--- config.mk ---
export PLATFORM = sky130hd
export DESIGN_NAME = hilo_muldiv_unit_flat
export DESIGN_NICKNAME = d
export VERILOG_FILES = /design/src/rtl/hilo_muldiv_unit_pkg.sv /design/src/rtl/hilo_muldiv_unit_if.sv /design/src/rtl/hilo_muldiv_unit_iter_core.sv /design/src/rtl/hilo_muldiv_unit.sv /design/src/flat_wrapper.sv
export SDC_FILE = /design/constraint.sdc
export NUM_CORES = 1
export LEC_CHECK = 0
export CORE_AREA = 2 2 289 291
export CTS_BUF_LIST = sky130_fd_sc_hd__clkbuf_8
export DETAILED_ROUTE_END_ITERATION = 10
export DIE_AREA = 0 0 291 293
export SKIP_LAST_GASP = 1
export SLEW_MARGIN = 10
export SYNTH_ARGS = -nofsm -noshare
export SYNTH_HDL_FRONTEND = slang
export SYNTH_SLANG_ARGS = --single-unit
--- constraint.sdc ---
create_clock -name clk -period 7.4 [get_ports clk]
set_clock_uncertainty 0.1 [all_clocks]
set_input_delay 1.48 -clock clk [delete_from_list [all_inputs] [get_ports clk]]
set_output_delay 1.48 -clock clk [all_outputs]
set_load 0.005 [all_outputs]
--- src/rtl/hilo_muldiv_unit_pkg.sv ---
// hilo_pkg: shared definitions for the HI/LO multiply/divide unit.
//   - 4-bit operation codes driven by the EX stage
//   - FSM state encoding used by the top level
//   - small op-class decode helpers and a conditional two's-complement negate
package hilo_pkg;

    localparam logic [3:0] OP_NOP   = 4'd0;
    localparam logic [3:0] OP_MULT  = 4'd1;
    localparam logic [3:0] OP_MULTU = 4'd2;
    localparam logic [3:0] OP_MADD  = 4'd3;
    localparam logic [3:0] OP_MADDU = 4'd4;
    localparam logic [3:0] OP_MSUB  = 4'd5;
    localparam logic [3:0] OP_MSUBU = 4'd6;
    localparam logic [3:0] OP_DIV   = 4'd7;
    localparam logic [3:0] OP_DIVU  = 4'd8;
    localparam logic [3:0] OP_MTHI  = 4'd9;
    localparam logic [3:0] OP_MTLO  = 4'd10;

    typedef enum logic [1:0] {
        IDLE = 2'd0,
        MUL  = 2'd1,
        DIV  = 2'd2,
        FIX  = 2'd3
    } state_t;

    // Widest value the negate helper handles: a full 2*WIDTH product with WIDTH<=32.
    localparam int MAX_W = 64;

    // Two's-complement negate when neg=1, pass-through otherwise. Callers
    // zero-extend narrower values and keep only their low bits, which is
    // exact because negation is modular.
    function automatic logic [MAX_W-1:0] cond_neg(input logic [MAX_W-1:0] v, input logic neg);
        return neg ? ((~v) + 64'd1) : v;
    endfunction

    function automatic logic op_is_mul(input logic [3:0] op);
        return (op >= OP_MULT) && (op <= OP_MSUBU);
    endfunction

    function automatic logic op_is_div(input logic [3:0] op);
        return (op == OP_DIV) || (op == OP_DIVU);
    endfunction

    function automatic logic op_is_signed(input logic [3:0] op);
        return (op == OP_MULT) || (op == OP_MADD) || (op == OP_MSUB) || (op == OP_DIV);
    endfunction

endpackage

--- src/rtl/hilo_muldiv_unit_if.sv ---
// hilo_muldiv_unit_if: request/response bundle between the EX stage and the
// HI/LO multiply/divide unit.
//   start/op/a/b/abort : request side, driven by the core (master)
//   busy/done/div_zero : handshake status back to the core
//   hi/lo              : architectural HI/LO registers (MFHI/MFLO sources)
interface hilo_muldiv_unit_if #(
    parameter int WIDTH = 32
);
    logic             start;
    logic [3:0]       op;
    logic [WIDTH-1:0] a;
    logic [WIDTH-1:0] b;
    logic             abort;
    logic             busy;
    logic             done;
    logic             div_zero;
    logic [WIDTH-1:0] hi;
    logic [WIDTH-1:0] lo;

    modport master (
        output start, op, a, b, abort,
        input  busy, done, div_zero, hi, lo
    );

    modport slave (
        input  start, op, a, b, abort,
        output busy, done, div_zero, hi, lo
    );
endinterface

--- src/rtl/hilo_muldiv_unit_iter_core.sv ---
// muldiv_iter_core: iterative unsigned datapath, one bit per step.
//   load      : capture operands (magnitudes) and select mode; counter=WIDTH
//   step      : perform one shift-add (multiply) or restoring (divide) step
//   div_mode  : 0 = multiply, 1 = divide (sampled on load)
//   op_a/op_b : multiplier/multiplicand, or dividend/divisor
//   finish    : high during the last step (counter==1)
//   product   : 2*WIDTH result of a multiply
//   quotient/remainder : divide results
// A single 2*WIDTH register serves both modes: for multiply it holds the
// partial product over the remaining multiplier bits; for divide the upper
// half is the partial remainder and the lower half shifts the dividend out
// while quotient bits shift in.
module muldiv_iter_core #(
    parameter int WIDTH = 32,
    parameter int CNT_W = $clog2(WIDTH) + 1
) (
    input  logic               clk,
    input  logic               rst_n,
    input  logic               load,
    input  logic               step,
    input  logic               div_mode,
    input  logic [WIDTH-1:0]   op_a,
    input  logic [WIDTH-1:0]   op_b,
    output logic               finish,
    output logic [2*WIDTH-1:0] product,
    output logic [WIDTH-1:0]   quotient,
    output logic [WIDTH-1:0]   remainder
);

    logic [2*WIDTH-1:0] acc_reg;
    logic [WIDTH-1:0]   opb_reg;
    logic               mode_reg;
    logic [CNT_W-1:0]   cnt_reg;

    logic [2*WIDTH-1:0] acc_next;
    logic [WIDTH:0]     mul_sum;
    logic [WIDTH:0]     div_shift;
    logic [WIDTH:0]     div_trial;

    always_comb begin
        mul_sum   = {1'b0, acc_reg[2*WIDTH-1:WIDTH]}
                  + (acc_reg[0] ? {1'b0, opb_reg} : '0);
        div_shift = {acc_reg[2*WIDTH-1:WIDTH], acc_reg[WIDTH-1]};
        div_trial = div_shift - {1'b0, opb_reg};
        if (!mode_reg) begin
            acc_next = {mul_sum, acc_reg[WIDTH-1:1]};
        end else if (!div_trial[WIDTH]) begin
            // Partial remainder < divisor, so a non-negative trial fits in WIDTH bits.
            acc_next = {div_trial[WIDTH-1:0], acc_reg[WIDTH-2:0], 1'b1};
        end else begin
            acc_next = {div_shift[WIDTH-1:0], acc_reg[WIDTH-2:0], 1'b0};
        end
    end

    always_ff @(posedge clk or negedge rst_n) begin
        if (!rst_n) begin
            acc_reg  <= '0;
            opb_reg  <= '0;
            mode_reg <= 1'b0;
            cnt_reg  <= '0;
        end else if (load) begin
            acc_reg  <= {{WIDTH{1'b0}}, op_a};
            opb_reg  <= op_b;
            mode_reg <= div_mode;
            cnt_reg  <= CNT_W'(WIDTH);
        end else if (step) begin
            acc_reg <= acc_next;
            if (cnt_reg != '0) begin
                cnt_reg <= cnt_reg - 1'b1;
            end
        end
    end

    assign finish    = (cnt_reg == CNT_W'(1));
    assign product   = acc_reg;
    assign quotient  = acc_reg[WIDTH-1:0];
    assign remainder = acc_reg[2*WIDTH-1:WIDTH];

endmodule

--- src/rtl/hilo_muldiv_unit.sv ---
// hilo_muldiv_unit: owns the HI/LO pair; runs iterative multiply/divide.
//   clk   : rising-edge clock
//   rst_n : asynchronous active-low reset
//   bus   : request (start/op/a/b/abort) and status (busy/done/div_zero/hi/lo)
// The FSM latches operand magnitudes and result signs, lets the iterative
// core run WIDTH steps, then applies sign correction and accumulation in FIX.
// MTHI/MTLO complete in a single edge without raising busy.
module hilo_muldiv_unit
    import hilo_pkg::*;
#(
    parameter int WIDTH = 32,
    parameter int CNT_W = $clog2(WIDTH) + 1
) (
    input  logic              clk,
    input  logic              rst_n,
    hilo_muldiv_unit_if.slave bus
);

    state_t           state_reg;
    logic             busy_reg;
    logic             done_reg;
    logic             div_zero_reg;
    logic [WIDTH-1:0] hi_reg;
    logic [WIDTH-1:0] lo_reg;
    logic [3:0]       op_reg;
    logic             neg_q_reg;   // product / quotient sign
    logic             neg_r_reg;   // remainder sign (dividend sign)
    logic             dz_reg;
    logic [WIDTH-1:0] a_raw_reg;

    logic               start_ok;
    logic               sgn_op;
    logic               neg_a;
    logic               neg_b;
    logic [MAX_W-1:0]   a_mag_full;
    logic [MAX_W-1:0]   b_mag_full;
    logic               core_load;
    logic               core_step;
    logic               core_finish;
    logic [2*WIDTH-1:0] core_product;
    logic [WIDTH-1:0]   core_quotient;
    logic [WIDTH-1:0]   core_remainder;
    logic [MAX_W-1:0]   prod_full;
    logic [MAX_W-1:0]   quo_full;
    logic [MAX_W-1:0]   rem_full;
    logic [2*WIDTH-1:0] mul_result;
    logic               unused_hi_bits;

    // Start is only honoured from IDLE (busy low), and abort takes priority.
    assign start_ok  = bus.start && !bus.abort && (state_reg == IDLE);
    assign sgn_op    = op_is_signed(bus.op);
    assign neg_a     = sgn_op && bus.a[WIDTH-1];
    assign neg_b     = sgn_op && bus.b[WIDTH-1];
    assign a_mag_full = cond_neg(MAX_W'(bus.a), neg_a);
    assign b_mag_full = cond_neg(MAX_W'(bus.b), neg_b);

    // A zero divisor skips the datapath entirely and goes straight to FIX.
    assign core_load = start_ok &&
                       (op_is_mul(bus.op) || (op_is_div(bus.op) && (bus.b != '0)));
    assign core_step = ((state_reg == MUL) || (state_reg == DIV)) && !bus.abort;

    muldiv_iter_core #(
        .WIDTH (WIDTH),
        .CNT_W (CNT_W)
    ) u_core (
        .clk       (clk),
        .rst_n     (rst_n),
        .load      (core_load),
        .step      (core_step),
        .div_mode  (op_is_div(bus.op)),
        .op_a      (a_mag_full[WIDTH-1:0]),
        .op_b      (b_mag_full[WIDTH-1:0]),
        .finish    (core_finish),
        .product   (core_product),
        .quotient  (core_quotient),
        .remainder (core_remainder)
    );

    // FIX-stage arithmetic: sign correction, then modular accumulate into {HI,LO}.
    // The most-negative / -1 case needs no special handling: its magnitude
    // quotient negates back to itself.
    assign prod_full = cond_neg(MAX_W'(core_product), neg_q_reg);
    assign quo_full  = cond_neg(MAX_W'(core_quotient), neg_q_reg);
    assign rem_full  = cond_neg(MAX_W'(core_remainder), neg_r_reg);

    always_comb begin
        mul_result = prod_full[2*WIDTH-1:0];
        case (op_reg)
            OP_MADD, OP_MADDU: mul_result = {hi_reg, lo_reg} + prod_full[2*WIDTH-1:0];
            OP_MSUB, OP_MSUBU: mul_result = {hi_reg, lo_reg} - prod_full[2*WIDTH-1:0];
            default:           mul_result = prod_full[2*WIDTH-1:0];
        endcase
    end

    // Upper bits of the widened helper results are don't-care for WIDTH<32.
    assign unused_hi_bits = ^{a_mag_full, b_mag_full, prod_full, quo_full, rem_full};

    always_ff @(posedge clk or negedge rst_n) begin
        if (!rst_n) begin
            state_reg    <= IDLE;
            busy_reg     <= 1'b0;
            done_reg     <= 1'b0;
            div_zero_reg <= 1'b0;
            hi_reg       <= '0;
            lo_reg       <= '0;
            op_reg       <= OP_NOP;
            neg_q_reg    <= 1'b0;
            neg_r_reg    <= 1'b0;
            dz_reg       <= 1'b0;
            a_raw_reg    <= '0;
        end else begin
            done_reg     <= 1'b0;
            div_zero_reg <= 1'b0;
            case (state_reg)
                IDLE: begin
                    if (start_ok) begin
                        op_reg    <= bus.op;
                        neg_q_reg <= neg_a ^ neg_b;
                        neg_r_reg <= neg_a;
                        a_raw_reg <= bus.a;
                        dz_reg    <= (bus.b == '0);
                        if (bus.op == OP_MTHI) begin
                            hi_reg <= bus.a;
                        end else if (bus.op == OP_MTLO) begin
                            lo_reg <= bus.a;
                        end else if (op_is_mul(bus.op)) begin
                            state_reg <= MUL;
                            busy_reg  <= 1'b1;
                        end else if (op_is_div(bus.op)) begin
                            state_reg <= (bus.b == '0) ? FIX : DIV;
                            busy_reg  <= 1'b1;
                        end
                    end
                end
                MUL, DIV: begin
                    if (bus.abort) begin
                        state_reg <= IDLE;
                        busy_reg  <= 1'b0;
                    end else if (core_finish) begin
                        state_reg <= FIX;
                    end
                end
                FIX: begin
                    state_reg <= IDLE;
                    busy_reg  <= 1'b0;
                    if (!bus.abort) begin
                        done_reg <= 1'b1;
                        if (op_is_div(op_reg)) begin
                            if (dz_reg) begin
                                hi_reg       <= a_raw_reg;
                                lo_reg       <= '1;
                                div_zero_reg <= 1'b1;
                            end else begin
                                hi_reg <= rem_full[WIDTH-1:0];
                                lo_reg <= quo_full[WIDTH-1:0];
                            end
                        end else begin
                            {hi_reg, lo_reg} <= mul_result;
                        end
                    end
                end
                default: begin
                    state_reg <= IDLE;
                    busy_reg  <= 1'b0;
                end
            endcase
        end
    end

    assign bus.busy     = busy_reg;
    assign bus.done     = done_reg;
    assign bus.div_zero = div_zero_reg;
    assign bus.hi       = hi_reg;
    assign bus.lo       = lo_reg;

endmodule

--- src/flat_wrapper.sv ---
// flat-port wrapper written by rule: the top's interface ports become plain ports
module hilo_muldiv_unit_flat import hilo_pkg::*;
#(
    parameter int WIDTH = 32,
    parameter int CNT_W = $clog2(WIDTH) + 1
)
  (clk, rst_n, bus_start, bus_op, bus_a, bus_b, bus_abort, bus_busy, bus_done, bus_div_zero, bus_hi, bus_lo);
  hilo_muldiv_unit_if #(.WIDTH(WIDTH)) bus_i ();
  input  logic clk;
  input  logic rst_n;
  input wire logic [$bits(bus_i.start)-1:0] bus_start;
  input wire logic [$bits(bus_i.op)-1:0] bus_op;
  input wire logic [$bits(bus_i.a)-1:0] bus_a;
  input wire logic [$bits(bus_i.b)-1:0] bus_b;
  input wire logic [$bits(bus_i.abort)-1:0] bus_abort;
  output wire logic [$bits(bus_i.busy)-1:0] bus_busy;
  output wire logic [$bits(bus_i.done)-1:0] bus_done;
  output wire logic [$bits(bus_i.div_zero)-1:0] bus_div_zero;
  output wire logic [$bits(bus_i.hi)-1:0] bus_hi;
  output wire logic [$bits(bus_i.lo)-1:0] bus_lo;
  assign bus_i.start = bus_start;
  assign bus_i.op = bus_op;
  assign bus_i.a = bus_a;
  assign bus_i.b = bus_b;
  assign bus_i.abort = bus_abort;
  assign bus_busy = bus_i.busy;
  assign bus_done = bus_i.done;
  assign bus_div_zero = bus_i.div_zero;
  assign bus_hi = bus_i.hi;
  assign bus_lo = bus_i.lo;
  hilo_muldiv_unit #(.WIDTH(WIDTH), .CNT_W(CNT_W)) u_core (.clk(clk), .rst_n(rst_n), .bus(bus_i));
endmodule
==> flow_summary.ini, run 1 <==
[status]
status = finished, final reports clean

[yosys]
netlist_top_cells_area = dfrtp_1 (23%), ha_1 (7.5%), xnor2_1 (7.0%), nand2_1 (6.4%), a21oi_1 (6.2%)
synthCells = 3073
syn_area_um2 = 22780
ys_seq_area_share_pct = 23.17
synth_edf_count = 0
syn_area_per_cell_um2 = 7.414
netlist-cell-type-count = 79
ys.flop_type = dfrtp_1
yosys.area.top_type = dfrtp_1
syn_nets = 3284
synth.top_cell.area_share_pct = 23.17
async_flop_share_pct = 100.0
synth-seq-cells = 211
ys_warn_count = 0

[die]
dieHeight_um = 293
io_pins = 139
rows = 105
core_area_um2 = 81850
start_util_pct = 27.84
die-area_um2 = 85260
die_x_um = 291

[placed_design]
port_buffers = 138
dp_hpwl_um = 69120
place.gp.congestion = 0.9469

[sta]
worstMarginPinSlew_ns = 1.170
post-route-period-util_pct = 91.86
hold_violations = 0
rsz0062_at_grt = false
setup-tns-final_ns = 0
slew_violations = 0
min_period_ns = 6.798
max_slew_margin_pct = 21.69
max_clock_freq_ghz = 0.1471
finalSetupViolCount = 0

[drt]
avgRoutedWirePerCell_um = 21.52
dr.pass1.iters = 6
drt_wl_total_um = 90940
ant_nets = 0
drt_first_iter_violations = 2069
vias = 23492
vias_per_cell = 5.560
drc = 0

[clock_network]
clkLatencyLatePin_ns = 0.65
cts.sink_count = 211
cts_made_buffers = 45
root_buffer = clkbuf_8
clk_pin_slew_ns = 0.07
cts_setup_buffers = 0
h-tree-depth = 2
clockBufferDepth = 3
cts_tree = built

[cells_and_area]
final.fill_count = 8815
layout_commonest_cell = nand2_1
final_cell_mix = nand2_1 (387), a21oi_1 (281), nor2_1 (280)
largest_reg_flops = 64
drive_gt1_share_pct = 6.309
finalNetCount = 3332
syn2layout_area_growth_pct = 15.16

[critical_path]
slowest_delay_ns = 0.77
critPathCaptureType = flip-flop
cp.arrival_ns = 7.28
startpoint_type = flip-flop
crit_chain = or4_1 -> or3_1 -> or3_1 -> mux2_2 -> a31o_2 -> and4b_1 -> and3_1 -> a21oi_1 -> xnor2_1 -> ha_1 -> nand2_1 -> nor2_1 -> nand3_1 -> or4_1 -> o211a_1 -> o21ai_1 -> a31o_2 -> a41oi_1 -> o32ai_1 -> mux2_2 -> nor2_1
worstPathMaxFanout = 10
worstPathRequired_ns = 7.89
critical_path.slowest_cell = or4_1
path_class = reg2reg

[global_routing]
overflow = 0
antenna_found_initial = 5
grt_pass1_vias = 21897
track_usage_pct = 20.68
grt_pass1_wl_um = 137300
grt_max_degree = 83

[worst_hold_path]
hold_class = reg2reg

[job]
cap_violations = 0
-- timing repair --
action / CTS / global route
setup endpoints to repair: 0 / 2
resized for setup: 0 / 3
hold endpoints to repair: 0 / 0
hold buffers: 0 / 0
-- final cells by class --
cell class	instances	area, um^2	area share [%]
clock inverter	23	126.4	0.4816
inverter	106	397.9	1.516
sequential	211	5286	20.15
antenna	1	2.502	0.009537
tap	1070	1339	5.102
multi-input combinational	2553	16410	62.53
clock buffer	57	784.5	2.990
timing repair buffer	204	1894	7.220
-- critical path: cells and delay by family, from the launching register on --
kind | cells | cell delay (ns)
AND/OR/NAND/NOR | 10 | 3.13
AO/OA/AOI/OAI | 7 | 1.79
multiplexers | 2 | 0.66
flip-flops | 1 | 0.51
adder cells (fa/ha/maj) | 1 | 0.41
XOR/XNOR | 1 | 0.11
-- metal layers --
metal | vias to the layer above | wire (um) | GRT usage [%] | share of wire, %
met5 | - | 40 | 0 | 0.044
met4 | 6 | 3463 | 7.873 | 3.8
met3 | 158 | 6402 | 3.253 | 7.0
met2 | 930 | 39470 | 31.85 | 43
met1 | 11211 | 41560 | 28.95 | 46
li1 | 11187 | - | - | -
-- kinds of logic after synthesis --
family | after synthesis | synth area share [%]
DFF | 211 | 23.17
buffers and inverters | 309 | 5.140
adders and majority gates | 139 | 7.732
AOI/OAI and AO/OA | 990 | 27.20
xor gates and xnor gates | 330 | 12.69
muxes | 73 | 3.284
and+or+nand+nor | 1021 | 20.78
-- path summary, 6_finish.rpt --
path                                           start                         to  slack (ns)  depth (start not counted)
max                        u_core.u_core.product[14]          u_core.bus.hi[28]        0.60                         21
min                             u_core.a_raw_reg[23]       u_core.a_raw_reg[23]        0.38                          2
max reg2reg                u_core.u_core.product[14]          u_core.bus.hi[28]        0.60                         21
min reg2reg                     u_core.a_raw_reg[23]       u_core.a_raw_reg[23]        0.38                          2
max in group asynchronous                      rst_n              u_core.dz_reg        4.82                          2
min in group asynchronous                      rst_n  u_core.u_core.product[29]        0.77                          1
-- stage by stage --
step	setup slack, ns	cells	utilization, %	hold slack, ns	instance area (um^2)
2_1_floorplan	0.8040	3073	-	0.3404	22780
3_3_place_gp	0.4698	4144	30.94	0.3589	25320
3_5_place_dp	0.5020	4144	30.94	0.3620	25320
4_1_cts	0.4922	4224	32.05	0.3763	26230
5_1_grt	0.08422	4225	32.06	0.3936	26240
6_report	0.6022	4225	32.06	0.3769	26240
-- Yosys cell counts, drive strengths merged, types with 24 or more instances --
cell      n
nor3     53
xor2    148
nand3    50
nor2    281
mux2i    59
nand2   387
nor2b    30
a31oi    64
nor4     32
xnor2   182
a21oi   281
a21o     57
o21ai   265
o21bai   25
or3      32
inv     106
o211ai   33
clkbuf  184
o31ai    36
dfrtp   211
nand2b   34
o41ai    24
ha      136
a211oi   54
Power of run 1 is not shown: default switching activity piles up to over one toggle a cycle in this logic, so the estimate is an artifact.
==> run 2, diff against run 1 <==
CAP_MARGIN = 30   (was not set)
==> run 2 against run 1 <==
Effect of this change:
- sequential share of layout area is 0.078 points lower
- cell count is 0.12% higher
- count of clock-buffer cells in the layout is 4 higher
- sequential cell count stayed put
- critical path depth is 2 higher
- critical path type unchanged
- die area stayed put
- setup slack worse by 0.22 ns
- register-to-register slack worse by 0.22 ns
==> flow_summary.ini, run 2 (synthesis results as in run 1) <==
[sta]
rsz0062_at_grt = false
worstMarginPinSlew_ns = 0.9140
min_period_ns = 7.017
max_clock_freq_ghz = 0.1425
hold_violations = 0
post-route-period-util_pct = 94.82
finalSetupViolCount = 0
setup-tns-final_ns = 0
max_slew_margin_pct = 38.92
slew_violations = 0

[clock_network]
cts_tree = built
clkLatencyLatePin_ns = 0.65
hold_buffers = 0
clockBufferDepth = 3
cts_made_buffers = 46
ctsResizeCount = 0
cts_setup_buffers = 0
cts.sink_count = 211
root_buffer = clkbuf_8
clk_pin_slew_ns = 0.07
h-tree-depth = 2

[drt]
dr.pass1.iters = 6
vias_per_cell = 5.543
drt_wl_total_um = 91570
avgRoutedWirePerCell_um = 21.65
drc = 0
vias = 23445
ant_nets = 0
drt_first_iter_violations = 2340

[critical_path]
startpoint_type = flip-flop
slowest_delay_ns = 0.80
worstPathMaxFanout = 7
worstPathRequired_ns = 7.89
rrSetupSlack_ns = 0.38
path_class = reg2reg
cpMostUsedCell = nor2_1
r2r_start = u_core.u_core.product[0]
cp.arrival_ns = 7.50
worstRegToRegCells = 23
crit_chain = inv_1 -> ha_1 -> nand2b_1 -> nor4_1 -> nand2_1 -> o311ai_0 -> or4b_1 -> nor2_1 -> and4_1 -> nor2_1 -> xor2_1 -> ha_1 -> nand2_1 -> or3_1 -> nor2_1 -> nand3_1 -> or3_1 -> o21ai_0 -> a31o_2 -> a41oi_1 -> o32ai_1 -> mux2_2 -> nor2_1
timing.rr.end = u_core.bus.hi[28]
critical_path.slowest_cell = o311ai_0
critPathCaptureType = flip-flop

[die]
dieHeight_um = 293
rows = 105
start_util_pct = 27.84
io_pins = 139
die-area_um2 = 85260
core_area_um2 = 81850
die_x_um = 291

[placed_design]
place.gp.congestion = 0.9469
placed_cells = 4148
dp_hpwl_um = 69500
port_buffers = 138

[worst_hold_path]
hold_depth = 2
holdCritStartpoint = u_core.a_raw_reg[30]
min_to = u_core.a_raw_reg[30]
hold_class = reg2reg

[global_routing]
grt_pass1_wl_um = 137400
grt_max_degree = 83
track_usage_pct = 20.74
overflow = 0
grt_pass1_vias = 21786
antenna_found_initial = 5

[cells_and_area]
final_cell_mix = nand2_1 (386), a21oi_1 (281), nor2_1 (280)
final.fill_count = 8793
layout_commonest_cell = nand2_1
finalNetCount = 3339
largest_reg_flops = 64
syn2layout_area_growth_pct = 15.61
drive_gt1_share_pct = 6.365
fin_cells = 4230

[job]
cap_violations = 0

[status]
status = finished, final reports clean
-- run 2: cell count changes in the layout (fill, tap and decap cells not counted), sizes merged, moves of 2 or more --
| cell | previous run | this run |
|---|---|---|
| buf | 67 | 72 |
| clkbuf | 57 | 61 |
| clkinv | 8 | 1 |
| inv | 119 | 121 |
-- run 2: cell type report --
type	instances	area, um^2	share of cell area (%)
sequential	211	5286	20.07
clock inverter	17	91.34	0.3468
clock buffer	61	839.6	3.187
antenna	2	5.005	0.01900
tap	1070	1339	5.083
timing repair buffer	210	1971	7.481
inverter	106	397.9	1.511
multi-input combinational	2553	16410	62.30
-- run 2: worst max-delay path, delay by kind of cell (launching register included) --
kind / cells / cell delay (ns)
AO/OA/AOI/OAI: 5 / 1.89
XOR/XNOR: 1 / 0.11
adder cells (fa/ha/maj): 2 / 0.68
buffers and inverters: 1 / 0.10
flip-flops: 1 / 0.44
multiplexers: 1 / 0.36
AND/OR/NAND/NOR: 13 / 3.30
-- run 2: routing by layer --
metal	part of all wire, %	vias up	global-route usage, %
li1	-	11195	-
met1	46	11177	29.15
met2	43	908	31.74
met3	7.1	159	3.290
met4	4.0	6	8.025
met5	0.044	-	0
-- run 2: how the worst max path moves through the flow --
stage,from,endpoint,slack [ns],depth (start not counted)
3_5_place_dp,u_core.u_core.product[0],u_core.bus.hi[31],0.46,25
2_1_floorplan,u_core.u_core.product[0],u_core.bus.hi[28],0.80,28
4_1_cts,u_core.u_core.product[0],u_core.bus.hi[31],0.45,25
3_3_place_gp,u_core.u_core.product[0],u_core.bus.hi[31],0.47,26
6_report,u_core.u_core.product[0],u_core.bus.hi[28],0.38,23
5_1_grt,u_core.u_core.product[8],u_core.bus.hi[28],0.04,23
-- run 2: per-stage QoR --
stage,cell area (um^2),hold WS (ns),utilization (%),worst slack [ns]
floorplan,22780,0.3404,-,0.8040
CTS,26300,0.3765,32.13,0.4532
finish,26340,0.3786,32.18,0.3832
detailed placement,25360,0.3622,30.99,0.4573
global placement,25320,0.3589,30.94,0.4698
global route,26340,0.3881,32.18,0.03674
Power of run 2 is left out for the same reason.
